==> config.mk <==
export PLATFORM = sky130hd
export DESIGN_NAME = jk_input_conditioner
export DESIGN_NICKNAME = d
export VERILOG_FILES = /design/src/rtl/jk_input_pkg.sv /design/src/rtl/jk_input_conditioner_debounce_channel.sv /design/src/rtl/jk_input_conditioner.sv
export SDC_FILE = /design/constraint.sdc
export NUM_CORES = 1
export LEC_CHECK = 0
export ABC_AREA = 1
export ABC_CLOCK_PERIOD_IN_PS = 1500
export CORE_MARGIN = 2
export CORE_UTILIZATION = 60
export DETAILED_ROUTE_END_ITERATION = 10
export DONT_BUFFER_PORTS = 1
export GPL_TIMING_DRIVEN = 0
export PLACE_DENSITY = 0.76
export SYNTH_ARGS = -nofsm -noshare
export SYNTH_HDL_FRONTEND = slang
export SYNTH_SLANG_ARGS = --single-unit
==> constraint.sdc <==
create_clock -name clk -period 1.5 [get_ports clk]
set_clock_uncertainty 0.2 [all_clocks]
set_input_delay 0.375 -clock clk [delete_from_list [all_inputs] [get_ports clk]]
set_output_delay 0.375 -clock clk [all_outputs]
set_load 0.01 [all_outputs]
==> src/rtl/jk_input_pkg.sv <==
// Shared types and constants for the J/K input conditioner: pairing FSM states,
// {J,K} command encodings and a counter-width helper.
package jk_input_pkg;

   typedef enum logic [1:0] {
      ST_IDLE     = 2'd0,
      ST_WAIT_SET = 2'd1,
      ST_WAIT_CLR = 2'd2
   } state_e;

   localparam logic [1:0] CMD_HOLD = 2'b00;
   localparam logic [1:0] CMD_CLR  = 2'b01;
   localparam logic [1:0] CMD_SET  = 2'b10;
   localparam logic [1:0] CMD_TOG  = 2'b11;

   // Bits needed to hold any value from 0 up to max(a, b).
   function automatic int cnt_width(input int a, input int b);
      int m;
      m = (a > b) ? a : b;
      return $clog2(m + 1);
   endfunction

endpackage

==> src/rtl/jk_input_conditioner_debounce_channel.sv <==
// One button channel: multi-flop synchroniser, consecutive-cycle debounce,
// debounced level and a one-cycle strobe on each accepted press.
module debounce_channel
   import jk_input_pkg::*;
#(
   parameter int SYNC_STAGES     = 2,
   parameter int DEBOUNCE_CYCLES = 16
) (
   input  logic clk,
   input  logic reset,
   input  logic raw,
   output logic level,
   output logic press
);

   localparam int CW = cnt_width(DEBOUNCE_CYCLES, 1);

   logic [SYNC_STAGES-1:0] sync_q, sync_d;
   logic [CW-1:0]          cnt_q, cnt_d;
   logic                   level_q, level_d;
   logic                   press_q, press_d;
   logic                   synced;

   genvar gi;
   generate
      for (gi = 0; gi < SYNC_STAGES; gi++) begin : g_sync
         if (gi == 0) begin : g_first
            assign sync_d[gi] = raw;
         end else begin : g_next
            assign sync_d[gi] = sync_q[gi-1];
         end
      end
   endgenerate

   assign synced = sync_q[SYNC_STAGES-1];

   // Any agreeing sample restarts the count, so short glitches never flip the level.
   always_comb begin
      cnt_d   = '0;
      level_d = level_q;
      press_d = 1'b0;
      if (synced != level_q) begin
         if (cnt_q == CW'(DEBOUNCE_CYCLES - 1)) begin
            level_d = ~level_q;
            press_d = ~level_q;
         end else begin
            cnt_d = cnt_q + 1'b1;
         end
      end
   end

   always_ff @(posedge clk or negedge reset) begin
      if (!reset) begin
         sync_q  <= '0;
         cnt_q   <= '0;
         level_q <= 1'b0;
         press_q <= 1'b0;
      end else begin
         sync_q  <= sync_d;
         cnt_q   <= cnt_d;
         level_q <= level_d;
         press_q <= press_d;
      end
   end

   assign level = level_q;
   assign press = press_q;

endmodule

==> src/rtl/jk_input_conditioner.sv <==
// Debounces set/clear buttons and merges near-simultaneous presses into a toggle,
// emitting single-cycle {J,K} commands for the downstream JK flip-flop.
module jk_input_conditioner
   import jk_input_pkg::*;
#(
   parameter int SYNC_STAGES     = 2,
   parameter int DEBOUNCE_CYCLES = 16,
   parameter int PAIR_WINDOW     = 8
) (
   input  logic clk,
   input  logic reset,
   input  logic btn_set_raw,
   input  logic btn_clr_raw,
   output logic J,
   output logic K,
   output logic set_level,
   output logic clr_level,
   output logic busy
);

   localparam int CW = cnt_width(DEBOUNCE_CYCLES, PAIR_WINDOW);

   logic          set_strobe, clr_strobe;
   state_e        state_q, state_d;
   logic [CW-1:0] win_q, win_d;
   logic [1:0]    cmd_q, cmd_d;

   debounce_channel #(
      .SYNC_STAGES     (SYNC_STAGES),
      .DEBOUNCE_CYCLES (DEBOUNCE_CYCLES)
   ) u_set_channel (
      .clk   (clk),
      .reset (reset),
      .raw   (btn_set_raw),
      .level (set_level),
      .press (set_strobe)
   );

   debounce_channel #(
      .SYNC_STAGES     (SYNC_STAGES),
      .DEBOUNCE_CYCLES (DEBOUNCE_CYCLES)
   ) u_clr_channel (
      .clk   (clk),
      .reset (reset),
      .raw   (btn_clr_raw),
      .level (clr_level),
      .press (clr_strobe)
   );

   // A partner press wins over window expiry; a repeat of the same button is ignored.
   always_comb begin
      state_d = state_q;
      win_d   = win_q;
      cmd_d   = CMD_HOLD;
      case (state_q)
         ST_IDLE: begin
            if (set_strobe && clr_strobe) begin
               cmd_d = CMD_TOG;
            end else if (set_strobe) begin
               state_d = ST_WAIT_SET;
               win_d   = CW'(PAIR_WINDOW);
            end else if (clr_strobe) begin
               state_d = ST_WAIT_CLR;
               win_d   = CW'(PAIR_WINDOW);
            end
         end
         ST_WAIT_SET: begin
            if (clr_strobe) begin
               cmd_d   = CMD_TOG;
               state_d = ST_IDLE;
               win_d   = '0;
            end else if (win_q == CW'(1)) begin
               cmd_d   = CMD_SET;
               state_d = ST_IDLE;
               win_d   = '0;
            end else begin
               win_d = win_q - 1'b1;
            end
         end
         ST_WAIT_CLR: begin
            if (set_strobe) begin
               cmd_d   = CMD_TOG;
               state_d = ST_IDLE;
               win_d   = '0;
            end else if (win_q == CW'(1)) begin
               cmd_d   = CMD_CLR;
               state_d = ST_IDLE;
               win_d   = '0;
            end else begin
               win_d = win_q - 1'b1;
            end
         end
         default: begin
            state_d = ST_IDLE;
            win_d   = '0;
         end
      endcase
   end

   always_ff @(posedge clk or negedge reset) begin
      if (!reset) begin
         state_q <= ST_IDLE;
         win_q   <= '0;
         cmd_q   <= CMD_HOLD;
      end else begin
         state_q <= state_d;
         win_q   <= win_d;
         cmd_q   <= cmd_d;
      end
   end

   assign J    = cmd_q[1];
   assign K    = cmd_q[0];
   assign busy = (state_q != ST_IDLE);

endmodule

==> metrics <==
GRT Total Usage 18.5%; multi-input logic area a little under 500 sq um; register area share after synthesis ~56%; FP Rows 16; synth unique cells 20; hold crit path type reg -> reg; share of cells above drive strength 1 between 10% and 20%; Synth Cell Area ~1200 sq um; Yosys warning count 0; Syn Nets 137; critical path startpoint category flop; post-DR vias/cell roughly 5.4; Design Power around 1.2 mW; worst skew pair latency between 0.3 and 0.4 ns; final worst path period share 101%; Sequential cell area ~680 sq um; FF+latch count, synth 27; FFs w/ async S/R, synth between 90% and 100%; Initial DRC Count 27; H-tree Lvls 1; IO Pins 9; first drt pass iteration count 4; fmax around 0.66 GHz; Crit Path Max Fanout 2; Port Buffers 0; initial antenna violation count 0; # setup viols final 1; Final Critical Period 1.51 ns; r2r setup slk about 0.01 ns; crit path DAT around 0.94 ns; cts bufs inserted 3; area growth from synthesis to final layout 15.3%; total core area roughly 1900 sq um; final hold viol count 0; WL per Instance 12.8 um; DIE HEIGHT around 49 um; CP required slightly above 0.9 ns; Commonest cells post-synth dfrtp_1 (27), nand2_1 (25), inv_1 (15), nand3_1 (11), nor2_1 (7); Leak Pwr ~0.70 nW; grt total ovfl 0; pin count of the biggest net entering global routing 28; fin cells 170; number of fill cells 150; RSZ-0062 raised after global routing true; clk sinks 27; Slew @ Worst Pin ~0.28 ns; via count ~900; antenna viol nets, final 0; CTS tree built; placed cells 156; crit path capture type output port; Yosys top cell by area dfrtp_1; status finished with violations; first-pass GRT wire length around 3400 um; Peak VDD IR between 0.0007 and 0.0008 V; WS Path Type reg -> out; initial core utilization a little over three fifths; top area cells in the synthesized netlist dfrtp_1 (56%), nand2_1 (7.8%), inv_1 (4.7%); routed wire length 2180 um; DIE AREA ~2400 sq um; Final Wtd Congestion approximately 0.80; syn_area_per_cell 9.36 sq um; ANT cells 0; Worst Hold Slack around 0.17 ns; cells after synthesis 129; CTS Buffer Depth 2; Main synth FF type dfrtp_1; Post-DP HPWL 1430 um; Post-synth EDFFs 0; number of global-route vias before repair a little over 800; DIE WIDTH approximately 49 um; clock-pin slew on the worst setup and hold paths 0.14 ns; most common cell in the netlist dfrtp_1; failing checks negative setup slack; root buffer cell clkbuf_4; Slew headroom about four fifths; Residual DRC 0; nets 152; top cell type's share of synthesized area a little under three fifths; power density cells approximately 830 nW/um^2; Slew Limit Fails 0; final setup margin -0.0147 ns; Max Cap Violations 0
==> area by class of cell <==
cell class / count / area share [%]
flip-flops and latches: 27 / 48.5
well taps: 27 / 2.43
multi-input cells: 83 / 35.2
repair buffers: 10 / 6.83
clock buffers: 4 / 1.89
inverters: 19 / 5.12
==> worst max-delay path, stage by stage (launching register included) <==
cell and delay [ns]:
dfrtp_1 0.44, nor2_4 0.12, inv_2 0.06
==> routing by layer <==
layer / share of wire [%] / GRT usage (%) / vias to the layer above
met5: 0 / 0 / -
met4: 0.87 / 6.67 / 0
met3: 3.9 / 3.07 / 2
met1: 42 / 24.5 / 439
li1: - / - / 446
met2: 53 / 30.8 / 28
==> power breakdown <==
group,total (mW),internal (mW),switching [mW],leakage (nW)
registers,0.769,0.751,0.0176,0.363
logic,0.0865,0.0353,0.0512,0.319
clock network,0.306,0.104,0.202,0.0150
==> cells by family (layout without fill, tap and decap cells) <==
logic type / count (synthesis) / in the layout / share of synthesized area (%)
AO/OA/AOI/OAI: 12 / 12 / 5.08
XOR/XNOR: 5 / 5 / 3.63
adder cells (fa/ha/maj): 4 / 4 / 4.15
buffers and inverters: 19 / 33 / 5.91
flip-flops: 27 / 27 / 56.0
AND/OR/NAND/NOR: 62 / 62 / 25.3
==> layout by cell type (no fill, tap or decap), types with 3 or more instances in the layout <==
cell type / Yosys / final
nor2_1: 7 / 7
nand4_1: 4 / 4
nand2_2: 1 / 3
nand3_1: 11 / 11
ha_1: 4 / 3
o21ai_1: 5 / 5
inv_2: 4 / 5
clkbuf_4: 0 / 3
a21oi_1: 4 / 4
nor3_1: 4 / 4
nand2_1: 25 / 23
inv_1: 15 / 14
dfrtp_1: 27 / 27
nor2_4: 0 / 3
buf_4: 0 / 6
xor2_1: 3 / 3
dlygate4sd3_1: 0 / 3
==> sequential cells by signal, indices dropped and copies added, names as in the netlist <==
name / flops
u_clr_channel.cnt_q: 5
u_set_channel.cnt_q: 5
win_q: 5
cmd_q: 2
state_q: 2
u_clr_channel.sync_q: 2
u_set_channel.sync_q: 2
u_clr_channel.level: 1
u_clr_channel.press: 1
u_set_channel.level: 1
u_set_channel.press: 1
==> through the flow <==
stage               instance area, sq um  setup TNS (ns)  worst slack [ns]  util [%]
finish                              1390         -0.0147           -0.0147      72.5
CTS                                 1350         -0.0210           -0.0210      70.0
global placement                    1240               0            0.0692      64.6
detailed placement                  1240               0            0.0544      64.6
floorplan                           1210               0             0.188         -
global route                        1390          -0.179           -0.0681      72.5
==> path summary, 6_finish.rpt <==
| path | start | endpoint | cells after the start |
|---|---|---|---|
| worst max-delay path | state_q[0] | busy | 2 |
| worst min-delay path | u_set_channel.sync_q[0] | u_set_channel.sync_q[1] | 0 |
| worst max register to register | win_q[0] | win_q[2] | 5 |
| worst min register to register | u_set_channel.sync_q[0] | u_set_channel.sync_q[1] | 0 |
| max in group asynchronous | reset | u_clr_channel.sync_q[1] | 2 |
| min in group asynchronous | reset | u_clr_channel.cnt_q[1] | 2 |
==> timing repair <==
item,4_1_cts,5_1_grt
gates resized for setup,2,6
hold buffers,4,0
setup endpoints to repair,1,11
gates cloned,0,0
hold endpoints to repair,29,0
pin swaps,1,1
buffers inserted,3,3
(Power assumes the default switching activity.)
